File: src/rtl/lsu_byte_master.sv
// lsu_byte_master: multi-cycle load/store initiator to a byte-wide synchronous data memory.
//    Accepts one request in IDLE, range-checks the effective address, moves one byte per
//    cycle little-endian, then returns a one-cycle response.
//    Ports:
//       clk, rst                     clock, asynchronous active-high reset
//       req_valid/req_ready          request handshake (ready only in IDLE)
//       req_write, req_size          store/load and access size (bits [1:0] give 1/2/4/8 bytes,
//                                    bit 2 selects zero-extension for loads)
//       req_base, req_imm, req_wdata rs1, signed 12-bit offset, rs2 store data
//       resp_valid, resp_fault,      one-cycle completion, fault flag, load result
//       resp_rdata
//       mem_en, mem_we, mem_addr,    byte memory strobe, write enable, address, write byte
//       mem_wdata, mem_rdata         and read byte (valid the cycle after a read strobe)
//    Build option: define LSU_MISALIGN_TRAP_EN to fault any access with ea % N != 0.
module lsu_byte_master #(
   parameter int unsigned DATA_BYTES = 512
) (
   input  logic        clk,
   input  logic        rst,
   input  logic        req_valid,
   output logic        req_ready,
   input  logic        req_write,
   input  logic [2:0]  req_size,
   input  logic [63:0] req_base,
   input  logic [11:0] req_imm,
   input  logic [63:0] req_wdata,
   output logic        resp_valid,
   output logic        resp_fault,
   output logic [63:0] resp_rdata,
   output logic        mem_en,
   output logic        mem_we,
   output logic [63:0] mem_addr,
   output logic [7:0]  mem_wdata,
   input  logic [7:0]  mem_rdata
);
   localparam logic [1:0] IDLE  = 2'd0;
   localparam logic [1:0] XFER  = 2'd1;
   localparam logic [1:0] DRAIN = 2'd2;
   localparam logic [1:0] RESP  = 2'd3;

   logic [1:0]  state_q, state_d;
   logic [3:0]  cnt_q, cnt_d;
   logic [63:0] ea_q, ea_d;
   logic        write_q, write_d;
   logic [2:0]  size_q, size_d;
   logic [63:0] wdata_q, wdata_d;
   logic [63:0] data_q, data_d;
   logic        fault_q, fault_d;

   logic [63:0] ea;
   logic [3:0]  nbytes;
   logic [64:0] last_addr;
   logic        bad_size, bad_range, misalign, fault, accept;
   logic [3:0]  n_q;
   logic        last_byte, capture;
   logic [2:0]  rd_idx;
   logic [63:0] mask, ext;
   logic        sign;

   assign ea        = req_base + {{52{req_imm[11]}}, req_imm};
   assign nbytes    = 4'd1 << req_size[1:0];
   // Last byte address in 65 bits so an access straddling 2^64 cannot wrap into range.
   assign last_addr = {1'b0, ea} + 65'(nbytes) - 65'd1;
   assign bad_size  = req_write ? req_size[2] : &req_size;
   assign bad_range = ea >= 64'(DATA_BYTES) || last_addr >= 65'(DATA_BYTES);
`ifdef LSU_MISALIGN_TRAP_EN
   assign misalign  = |((nbytes - 4'd1) & {1'b0, ea[2:0]});
`else
   assign misalign  = 1'b0;
`endif
   assign fault     = bad_size || bad_range || misalign;
   assign accept    = req_valid && state_q == IDLE;

   assign n_q       = 4'd1 << size_q[1:0];
   assign last_byte = cnt_q == n_q - 4'd1;
   // Read data trails its strobe by one cycle, so the byte for strobe cnt-1 arrives now.
   assign capture   = !write_q && ((state_q == XFER && cnt_q != 4'd0) || state_q == DRAIN);
   assign rd_idx    = 3'(cnt_q - 4'd1);

   assign state_d = state_q == IDLE  ? (accept ? (fault ? RESP : XFER) : IDLE) :
                    state_q == XFER  ? (last_byte ? DRAIN : XFER) :
                    state_q == DRAIN ? RESP : IDLE;
   assign cnt_d   = accept ? 4'd0 : state_q == XFER ? cnt_q + 4'd1 : cnt_q;
   assign ea_d    = accept ? ea : ea_q;
   assign write_d = accept ? req_write : write_q;
   assign size_d  = accept ? req_size : size_q;
   assign wdata_d = accept ? req_wdata : wdata_q;
   assign fault_d = accept ? fault : fault_q;

   always_comb begin
      data_d = accept ? '0 : data_q;
      if (capture) data_d[{rd_idx, 3'b000} +: 8] = mem_rdata;
   end

   assign mask = size_q[1:0] == 2'd0 ? 64'h0000_0000_0000_00FF :
                 size_q[1:0] == 2'd1 ? 64'h0000_0000_0000_FFFF :
                 size_q[1:0] == 2'd2 ? 64'h0000_0000_FFFF_FFFF : '1;
   // mask ^ (mask >> 1) isolates the most significant bit of the loaded width.
   assign sign = |(data_q & (mask ^ (mask >> 1)));
   assign ext  = (data_q & mask) | ((sign && !size_q[2]) ? ~mask : '0);

   always_ff @(posedge clk or posedge rst) begin
      if (rst) begin
         state_q <= IDLE;
         cnt_q   <= '0;
         ea_q    <= '0;
         write_q <= 1'b0;
         size_q  <= '0;
         wdata_q <= '0;
         data_q  <= '0;
         fault_q <= 1'b0;
      end else begin
         state_q <= state_d;
         cnt_q   <= cnt_d;
         ea_q    <= ea_d;
         write_q <= write_d;
         size_q  <= size_d;
         wdata_q <= wdata_d;
         data_q  <= data_d;
         fault_q <= fault_d;
      end
   end

   // Outputs decode straight from state so reset removes the strobe immediately.
   assign req_ready  = state_q == IDLE;
   assign mem_en     = state_q == XFER;
   assign mem_we     = mem_en && write_q;
   assign mem_addr   = mem_en ? ea_q + 64'(cnt_q) : '0;
   assign mem_wdata  = mem_we ? 8'(wdata_q >> {cnt_q[2:0], 3'b000}) : '0;
   assign resp_valid = state_q == RESP;
   assign resp_fault = resp_valid && fault_q;
   assign resp_rdata = (resp_valid && !fault_q && !write_q) ? ext : '0;
endmodule

File: config.mk
export PLATFORM = sky130hd
export DESIGN_NAME = lsu_byte_master
export DESIGN_NICKNAME = d
export VERILOG_FILES = /design/src/rtl/lsu_byte_master.sv
export SDC_FILE = /design/constraint.sdc
export NUM_CORES = 1
export LEC_CHECK = 0
export BUFFER_PORTS_ARGS = -buffer_cell sky130_fd_sc_hd__buf_4
export CAP_MARGIN = 20
export CORE_UTILIZATION = 35
export CTS_CLUSTER_DIAMETER = 120
export CTS_CLUSTER_SIZE = 10
export DETAILED_ROUTE_END_ITERATION = 7
export GPL_TIMING_DRIVEN = 0
export HOLD_SLACK_MARGIN = 0.08
export SYNTH_ARGS = -nofsm -noshare
export SYNTH_HDL_FRONTEND = slang
export SYNTH_SLANG_ARGS = --single-unit
export TNS_END_PERCENT = 30
File: constraint.sdc
create_clock -name clk -period 6 [get_ports clk]
set_input_delay 0.3 -clock clk [delete_from_list [all_inputs] [get_ports clk]]
set_output_delay 0.3 -clock clk [all_outputs]
set_load 0.01 [all_outputs]
After elaboration in Yosys (flattened, before gate mapping)
Index checks and enable logic that the tools add are counted.
- memories kept: 0
- memory bits (writable): 0
- register bits: 203
- latch bits: 0
- output and inout port bits: 141
- memory bits (read-only): 0
- bits of input ports: 155
- logic and storage cells: 73
- order comparisons: 2
- multiply operators: 0
- divide/modulo/power cells: 0
- mux-type cells: 19
- equal/unequal tests: 6
- $add $sub $neg: 8
- reduce and logical (&&, ||, !) cells: 20
- shifts and indexed selects: 5
- bitwise logic cells: 5
- operators with widths (kind ; number):
    64-bit 2-to-1 mux ; 8
    64-bit AND ; 2
    64-bit by 4-bit adder with 65-bit output ; 1
    65-bit by 10-bit greater-or-equal comparator with 1-bit output, second input constant ; 1
    65-bit by 1-bit subtractor with 65-bit output, second input constant ; 1
    64-bit by 4-bit adder with 64-bit output ; 1
    64-bit adder ; 1
    64-bit bitwise mux ; 1
    64-bit by 10-bit greater-or-equal comparator with 1-bit output, second input constant ; 1
    64-bit NOT ; 1
    64-bit OR ; 1
    64-bit OR reduction ; 1
    8-bit by 8-bit variable shift with 64-bit output, first input constant ; 1
    8-bit by 8-bit indexed part select with 64-bit output ; 1
    64-bit by 6-bit >> shifter with 8-bit output ; 1
    64-bit by 63-bit bitwise XOR with 64-bit output ; 1
    2-bit 2-to-1 mux ; 6
    1-bit logical AND ; 8
    4-bit 2-to-1 mux ; 2
    8-bit 2-to-1 mux ; 1
    6-bit negator with 8-bit output ; 1
    1-bit by 2-bit left shift with 4-bit output, first input constant ; 2
    2-bit equality test, second input constant ; 3
    4-bit by 1-bit adder with 4-bit output, second input constant ; 1
    11 further kinds ; 17

Depth between registers and ports, before layout
Gate-level depths: netlist (run 1).
- depth in word-level cells: 11
- mapped depth: 33
- mapped depth without buffers: 33

Worst setup path after synthesis (run 1)
No wires, ideal clock.
- path type: input-to-reg
- start point: input port req_base[23]
- end point: register state_q[1]
- data required time: 5.858 ns
- buffers on the path: 1
- setup slack: -1.099 ns
- setup time: 0.142 ns
- arrival time: 6.957 ns
- stages: 32
- path through: ha_1 clkbuf_1 a21oi_1 o211ai_1 a221o_1 nand3_1 nor3b_1 o21ai_0 nand4_1 a21oi_1 a221oi_1 a21oi_1 o31ai_1 a21oi_1 or2_2 xnor2_1 inv_1 ha_1 a21oi_1 o22ai_1 a211oi_1 nand4_1 a2111oi_0 o2111ai_1 a2111oi_0 nand4_1 or4_1 or4_1 nor4_1 nand4_1 nor4_2 a31oi_1
- cells in the longest elaborated chain, start to end: 9
- elaborated cells between the ends (all ways): 10
- those cells by class: add/sub (3); order compare (2); mux (3); reduce/logical (2)
- ends and longest elaborated chain (element ; line ; source):
    from (decl) ; 24 ; input logic [63:0] req_base,
    64-bit adder (*) ; 60 ; assign ea = req_base + {{52{req_imm[11]}}, req_imm};
    via ea[60] ; 50 ; logic [63:0] ea;
    64-bit by 4-bit adder with 65-bit output ; 63 ; assign last_addr = {1'b0, ea} + 65'(nbytes) - 65'd1;
    65-bit by 1-bit subtractor with 65-bit output ; 63 ;
    65-bit by 10-bit greater-or-equal comparator with 1-bit output ; 65 ; assign bad_range = ea >= 64'(DATA_BYTES) || last_addr >= 65'(DATA_BYTES);
    1-bit logical OR (*) ; 65 ;
    1-bit logical OR (*) ; 71 ; assign fault = bad_size || bad_range || misalign;
    2-bit 2-to-1 mux (*) (3 in a row) ; 80 ; assign state_d = state_q == IDLE ? (accept ? (fault ? RESP : XFER) : IDLE) :
    via state_d[1] ; 41 ; logic [1:0] state_q, state_d;
    to (signal assigned) ; 113 ; state_q <= state_d;
    to (decl) ; 41 ;
Mark *: on every way through the listed nets, which the timed path passes. The rest lies on a longest branch.
A chain may end at the register's enable or synchronous reset.

Worst setup path in the final report (run 1)
- start point: input port req_imm[11]
- end point: register fault_q
- cells in the longest elaborated chain, start to end: 6
- elaborated cells between the ends (all ways): 7
- those cells by class: add/sub (3); order compare (2); reduce/logical (2)
- ends and longest elaborated chain (element ; line ; source):
    from (decl) ; 25 ; input logic [11:0] req_imm,
    64-bit adder (*) ; 60 ;
    via ea[59] ; 50 ;
    64-bit by 4-bit adder with 65-bit output ; 63 ;
    65-bit by 1-bit subtractor with 65-bit output ; 63 ;
    65-bit by 10-bit greater-or-equal comparator with 1-bit output ; 65 ;
    1-bit logical OR (*) ; 65 ;
    1-bit logical OR (*) ; 71 ;
    to (signal assigned) ; 120 ; fault_q <= fault_d;
    to (decl) ; 48 ; logic fault_q, fault_d;
Marks and branches as above.

==> metrics.cfg, run 1 <==
[worst_setup_path]
cp_data_arrival_time_ns=7.46
crit_top_cell=sky130_fd_sc_hd__nand4_1
crit_required_ns=6.39
reg2reg_setup_slack_ns=1.84
worstRegToRegCells=12
critical_path_buf_inv_count=2
slowest_delay_ns=0.53
timing.critical_path.from=req_imm[11]
top_cell_family_by_delay_on_the_critical_path=simple AND/OR/NAND/NOR gates
endpoint_kind=register
worstSetupStartpointType=input pin
setup.worst_path.class=input pin to register
critical_path.slowest_cell=sky130_fd_sc_hd__or4_4
critical_path_peak_fanout=8
number_of_logic_stages_on_the_critical_path_including_buffering=30
crit_end=fault_q$_DFFE_PP0P_
r2r-end=data_q[1]$_DFF_PP0_
r2r-start=cnt_q[1]$_DFFE_PP0P_

[logic_synthesis]
synth-async-reset-ratio_pct=100.0
cells_after_synth=2489
ys_seq_elements=203
yosysSeqAreaShare_pct=26.78
synth_edf_count=0
synth_cell_types=87
postSynthNetCount=2822
synth.cell_area_um2=18970
post_synth.cell_area_avg_um2=7.621
ys.warnings.count=0
dominantRegCellSynth=sky130_fd_sc_hd__dfrtp_1

[placement]
hpwl_mm=53.76
placed_area_um2=22180
numPortBuffers=287
gpl.final_weighted_congestion=0.9136

[global_route]
globalRoute.totalOverflow=0
number_of_antenna_violations_at_the_first_check_in_global_routing=0
grt_use_total_pct=23.92
grt_first_pass_wirelength_mm=107.2
first_global_vias=19240
grt_start_max_net_pins=128

[power_and_ir_drop]
power.leakage_nw=11.22
sw_frac_of_total_pct=48.02
power.net_switching_mw=4.394
vdd_drop_max_uv=177.9
p_clk_share_pct=13.9
seq_power_share_pct=25.5
power.internal_mw=4.757
power_per_cell_area_nw_per_um2=370.5
power.share.combinational_pct=60.7

[sta]
setup_viol=2
maximum_operating_frequency_ghz=0.1413
worstMarginPinSlew_ns=0.9229
fin_crit_sh_pct=117.9
timing_max_transition_violations_final=0
setup_repair_after_global_routing_missed_its_margin=true
worst_slew_margin_rel_pct=38.00
final.hold.worst_slack_ns=0.09794
finalHoldViolations=0
fin_worst_skew_ns=0.01723
totalNegativeSetupSlack_ns=-2.150
timing.final.crit_period_ns=7.076
final_critical_path_setup_slack_ns=-1.076

[final_layout]
drive_gt1_share_pct=18.70
syn2layout_area_growth_pct=30.23
antennaDiodeCount=0
fillers=5155
num-nets-final=3220
post_layout_instance_area_um2=24700

[routing]
avgViaCountPerCell=5.530
dr.pass1.iters=7
wl_per_cell_um=19.40
initialDrtViolationCount=1251
detailed_route_wl_mm=69.35
route.antenna.remaining_nets=0
detailroute.via_count=19770
drc=0

[floorplan]
die_width_um=234.8
starting_density_pct=35.74
io_pins=296
placementRows=84
die_h_um=234.8
core_area_um2=53080
area_enclosed_by_the_die_boundary_um2=55130

[clocking]
cts-root-buf=sky130_fd_sc_hd__clkbuf_16
clock_insertion_delay_worst_skew_ns=0.53
clk_pin_slew_ns=0.06
tritoncts=yes
clk_path_buf_depth=3
cts.htree.levels=1
number_of_buffers_added_by_the_clock_tree_synthesis_step=24
clock-sinks=203

[outcome]
run_status=finished, violations left
violations=setup timing

[worst_hold_path]
holdCritPathClass=input pin to register

[job]
timing.max_cap.violations=0

-- cell usage in the layout (no fill, tap or decap), drive strengths merged, types with 6 or more instances in the layout --
| cell | n |
|---|---|
| and4 | 11 |
| dlygate4sd3 | 69 |
| and2 | 19 |
| nor4 | 10 |
| nor3b | 6 |
| o2111ai | 6 |
| o211ai | 19 |
| buf | 337 |
| dfrtp | 203 |
| ha | 175 |
| a31oi | 22 |
| nor2 | 159 |
| nand2b | 17 |
| nand2 | 474 |
| a21boi | 7 |
| a211oi | 17 |
| o21ai | 195 |
| xor2 | 80 |
| maj3 | 6 |
| or2 | 11 |
| mux2i | 15 |
| o21a | 53 |
| nand4 | 45 |
| a31o | 6 |
| a21o | 47 |
| and3 | 24 |
| nand3 | 122 |
| o31ai | 26 |
| clkbuf | 111 |
| nor3 | 35 |
| o21bai | 25 |
| or3 | 15 |
| inv | 155 |
| xnor2 | 70 |
| a21oi | 169 |
| a211o | 6 |
| nor2b | 19 |
| or4 | 7 |
| mux4 | 16 |
-- worst min-delay path, delay by kind of cell --
kind	cells	cell delay (ns)
AND/OR/NAND/NOR	1	0.06
buffers and inverters	1	0.16
AO/OA/AOI/OAI	1	0.06
-- layout make-up --
class                           instances  area, µm²  area share [%]
Clock buffer                           24      600.6           2.431
Tap cell                              688      860.8           3.485
Buffer                                105      439.2           1.778
Clock inverter                          2      25.02          0.1013
Multi-Input combinational cell       2010      13920           56.35
Timing Repair Buffer                  388       3184           12.89
Sequential cell                       203       5080           20.56
Inverter                              155      591.8           2.396
-- cells in the mapped netlist (25+ instances only) --
cell / number / area [µm²]
sky130_fd_sc_hd__nand2_1: 474 / 1779
sky130_fd_sc_hd__dfrtp_1: 203 / 5080
sky130_fd_sc_hd__o21ai_0: 191 / 955.9
sky130_fd_sc_hd__ha_1: 175 / 2190
sky130_fd_sc_hd__a21oi_1: 167 / 835.8
sky130_fd_sc_hd__nor2_1: 158 / 593.1
sky130_fd_sc_hd__inv_1: 152 / 570.6
sky130_fd_sc_hd__nand3_1: 122 / 610.6
sky130_fd_sc_hd__clkbuf_1: 102 / 382.9
sky130_fd_sc_hd__xor2_1: 78 / 683.2
sky130_fd_sc_hd__xnor2_1: 70 / 613.1
sky130_fd_sc_hd__o21a_1: 53 / 397.9
sky130_fd_sc_hd__a21o_1: 47 / 352.8
sky130_fd_sc_hd__nand4_1: 45 / 281.5
sky130_fd_sc_hd__nor3_1: 35 / 175.2
sky130_fd_sc_hd__o31ai_1: 26 / 195.2
sky130_fd_sc_hd__o21bai_1: 25 / 187.7
-- registers in the layout, summed over array words and instances, names as in the netlist --
signal / flops
size_q: 3
write_q: 1
ea_q: 64
fault_q: 1
cnt_q: 4
state_q: 2
wdata_q: 64
data_q: 64
-- repair_timing --
action,4_1_cts,5_1_grt
cloned,1,3
buffers inserted,14,13
endpoints found under the hold margin,144,0
hold buffers,69,0
gates resized for setup,76,105
setup endpoints to repair,2,8
pin swaps,29,34
-- metrics by stage --
stage | util, % | setup slack, ns | power, mW | cells
finish | 46.54 | -1.076 | 9.152 | 3575
global route | 46.54 | -1.332 | 9.875 | 3575
CTS | 45.17 | -1.176 | 8.998 | 3567
detailed placement | 41.79 | -4.087 | 7.539 | 3465
floorplan | - | -0.4151 | 5.862 | 2489
global placement | 41.73 | -3.879 | 7.452 | 3464
-- worst min-delay path by stage --
stage                                      start                endpoint  slack, ns  depth (start not counted)
after floorplan                      req_size[0]   size_q[0]$_DFFE_PP0P_       0.41                          2
after global placement    wdata_q[9]$_DFFE_PP0P_  wdata_q[9]$_DFFE_PP0P_       0.45                          2
after detailed placement                     rst    ea_q[60]$_DFFE_PP0P_       0.42                          2
after CTS                           mem_rdata[4]    data_q[60]$_DFF_PP0_       0.08                          3
after global routing                mem_rdata[5]    data_q[61]$_DFF_PP0_       0.10                          3
final                               mem_rdata[7]     data_q[7]$_DFF_PP0_        0.1                          3
-- layer usage --
metal  GRT usage, %  wire length [µm]  vias to the layer above
met3          3.125              3673                       86
met2          41.63             33390                      592
met4          4.705              1601                        0
li1               -                 -                     9527
met5              0                 0                        -
met1          31.62             30680                     9564
-- power by group through the flow --
| stage | combinational, mW | sequential [mW] | clock, mW |
|---|---|---|---|
| after floorplan | 3.66 | 2.21 | 0 |
| after global placement | 5.14 | 2.31 | 0 |
| after detailed placement | 5.20 | 2.34 | 0 |
| after CTS | 5.38 | 2.32 | 1.30 |
| after global routing | 6.12 | 2.40 | 1.35 |
| final | 5.55 | 2.33 | 1.27 |
-- kinds of logic after synthesis --
| group | count (synthesis) | share of synthesized area, % |
|---|---|---|
| buffers and inverters | 276 | 5.627 |
| XOR/XNOR | 150 | 7.005 |
| AO/OA/AOI/OAI | 656 | 21.96 |
| flip-flops | 203 | 26.78 |
| adder cells (fa/ha/maj) | 184 | 12.18 |
| AND/OR/NAND/NOR | 986 | 23.58 |
| multiplexers | 34 | 2.869 |
(Power assumes the default switching activity.)
==> inputs of run 2 (changes only) <==
--- a/config.mk
+++ b/config.mk
@@ -7,12 +7,15 @@
 export LEC_CHECK = 0
 export BUFFER_PORTS_ARGS = -buffer_cell sky130_fd_sc_hd__buf_4
 export CAP_MARGIN = 20
-export CORE_UTILIZATION = 35
+export CELL_PAD_IN_SITES_DETAIL_PLACEMENT = 1
+export CELL_PAD_IN_SITES_GLOBAL_PLACEMENT = 2
+export CORE_UTILIZATION = 31
 export CTS_CLUSTER_DIAMETER = 120
 export CTS_CLUSTER_SIZE = 10
 export DETAILED_ROUTE_END_ITERATION = 7
 export GPL_TIMING_DRIVEN = 0
 export HOLD_SLACK_MARGIN = 0.08
+export PLACE_DENSITY_LB_ADDON = 0.1
 export SYNTH_ARGS = -nofsm -noshare
 export SYNTH_HDL_FRONTEND = slang
 export SYNTH_SLANG_ARGS = --single-unit
==> run 2 against run 1 <==
- the flow still finishes with violations (setup timing)
- worst setup slack improved by 0.16 ns
- sequential share of layout area decreased by 0.30 points
- fmax rose by 2.4%
- clock power hardly changed
- hold slack better by 0.0094 ns
- critical endpoint unchanged
==> metrics.cfg, run 2 (same netlist as run 1, synthesis figures left out) <==
[outcome]
run_status=finished, violations left
violations=setup timing

[floorplan]
core_area_um2=60360
placementRows=90
die_width_um=249.4
starting_density_pct=31.43
area_enclosed_by_the_die_boundary_um2=62180
io_pins=296
die_h_um=249.4

[routing]
drc=0
dr.pass1.iters=5
wl_per_cell_um=20.63
route.antenna.remaining_nets=0
detailed_route_wl_mm=76.14
avgViaCountPerCell=5.350
detailroute.via_count=19750
initialDrtViolationCount=868

[clocking]
number_of_buffers_added_by_the_clock_tree_synthesis_step=24
cts.htree.levels=1
cts-root-buf=sky130_fd_sc_hd__clkbuf_16
clock-sinks=203
clk_path_buf_depth=3
clk_pin_slew_ns=0.06
tritoncts=yes
clock_insertion_delay_worst_skew_ns=0.54

[sta]
worstMarginPinSlew_ns=1.045
maximum_operating_frequency_ghz=0.1447
final.hold.worst_slack_ns=0.1074
fin_crit_sh_pct=115.2
worst_slew_margin_rel_pct=30.35
setup_viol=2
fin_worst_skew_ns=0.01773
timing.final.crit_period_ns=6.911
setup_repair_after_global_routing_missed_its_margin=true
timing_max_transition_violations_final=0
finalHoldViolations=0
final_critical_path_setup_slack_ns=-0.9113

[placement]
placed_area_um2=22310
numPortBuffers=287
dp_slack_ns=-4.165
hpwl_mm=59.13
placed_cells=3560
gpl.final_weighted_congestion=0.8705

[global_route]
globalRoute.totalOverflow=0
first_global_vias=20310
grt_first_pass_wirelength_mm=116.1
grt_start_max_net_pins=115
number_of_antenna_violations_at_the_first_check_in_global_routing=0
grt_use_total_pct=23.44

[final_layout]
num-nets-final=3242
fillers=7244
fin_cells=3691
post_layout_instance_area_um2=25070
top_library_cells_by_usage_in_the_layout_fill_and_taps_aside=sky130_fd_sc_hd__nand2_1, sky130_fd_sc_hd__buf_4, sky130_fd_sc_hd__dfrtp_1, sky130_fd_sc_hd__o21ai_0, sky130_fd_sc_hd__nor2_1
biggestRegsByFlops=data_q x64, ea_q x64, wdata_q x64
leading_cell_type_in_the_layout_fill_and_taps_excluded=sky130_fd_sc_hd__nand2_1
syn2layout_area_growth_pct=32.19
drive_gt1_share_pct=19.90
antennaDiodeCount=0

[worst_setup_path]
setup.worst_path.class=input pin to register
r2r-end=data_q[7]$_DFF_PP0_
worstSetupStartpointType=input pin
critical_path.slowest_cell=sky130_fd_sc_hd__or4_4
r2r-start=cnt_q[1]$_DFFE_PP0P_
crit_top_cell=sky130_fd_sc_hd__nand4_1
timing.critical_path.from=req_base[3]
slowest_delay_ns=0.58
reg2reg_setup_slack_ns=1.55
crit_required_ns=6.39
endpoint_kind=register
worstRegToRegCells=11
cp_data_arrival_time_ns=7.30
critical_path_peak_fanout=6

[power_and_ir_drop]
vdd_drop_max_uv=223.6
power.leakage_nw=11.37
total_power_mw=9.355
power_per_cell_area_nw_per_um2=373.1

[worst_hold_path]
hold_start=mem_rdata[4]
hold_depth=3
worst_hold_path.endpoint=data_q[52]$_DFF_PP0_
holdCritPathClass=input pin to register

[job]
timing.max_cap.violations=0

[run 2: stage by stage]
| step | util, % | setup TNS (ns) |
|---|---|---|
| 2_1_floorplan | - | -0.8282 |
| 3_3_place_gp | 36.89 | -493.18 |
| 3_5_place_dp | 36.97 | -8.323 |
| 4_1_cts | 40.17 | -2.107 |
| 5_1_grt | 41.54 | -2.392 |
| 6_report | 41.54 | -1.796 |
[run 2: how the worst max path moves through the flow]
stage	slack (ns)	end	cells past startpoint
6_report	-0.91	fault_q$_DFFE_PP0P_	34
5_1_grt	-1.21	fault_q$_DFFE_PP0P_	35
4_1_cts	-1.06	fault_q$_DFFE_PP0P_	35
3_5_place_dp	-4.16	fault_q$_DFFE_PP0P_	32
3_3_place_gp	-4.92	fault_q$_DFFE_PP0P_	31
2_1_floorplan	-0.42	state_q[1]$_DFF_PP0_	32
[run 2: final cells by class]
type	count	area (µm²)	share of cell area, %
clock inverters	1	8.758	0.03493
well taps	782	978.4	3.902
multi-input cells	2010	13990	55.78
flip-flops and latches	203	5080	20.26
inverters	155	589.3	2.350
plain buffers	105	442.9	1.766
clock buffers	25	625.6	2.495
repair buffers	410	3363	13.41
[run 2: where the power goes]
part | switching, mW | total (mW) | internal, mW
logic | 3.53 | 5.72 | 2.19
registers | 0.449 | 2.34 | 1.89
clock network | 0.564 | 1.29 | 0.729
total | 4.54 | 9.35 | 4.81
[run 2: worst max-delay path: cells and delay by family]
family / cells / cell delay, ns
AO/OA/AOI/OAI: 17 / 2.91
AND/OR/NAND/NOR: 10 / 2.69
buffers and inverters: 4 / 0.60
XOR/XNOR: 1 / 0.23
adder cells (fa/ha/maj): 2 / 0.56
[run 2: timing repair]
item	CTS	global route
buffers inserted	17	30
pin swaps	30	38
endpoints found under the hold margin	182	0
endpoints found under the setup margin	4	8
gates resized for setup	96	103
gates cloned	1	3
hold buffers	70	0
[run 2: layer usage]
| metal | vias to the layer above | global-route usage [%] | routed length [µm] | part of all wire, % |
|---|---|---|---|---|
| met2 | 377 | 41.16 | 37440 | 49 |
| met5 | - | 0 | 0 | 0 |
| li1 | 9534 | - | - | - |
| met3 | 85 | 1.954 | 2426 | 3.2 |
| met4 | 0 | 7.196 | 2228 | 2.9 |
| met1 | 9752 | 30.36 | 34040 | 45 |
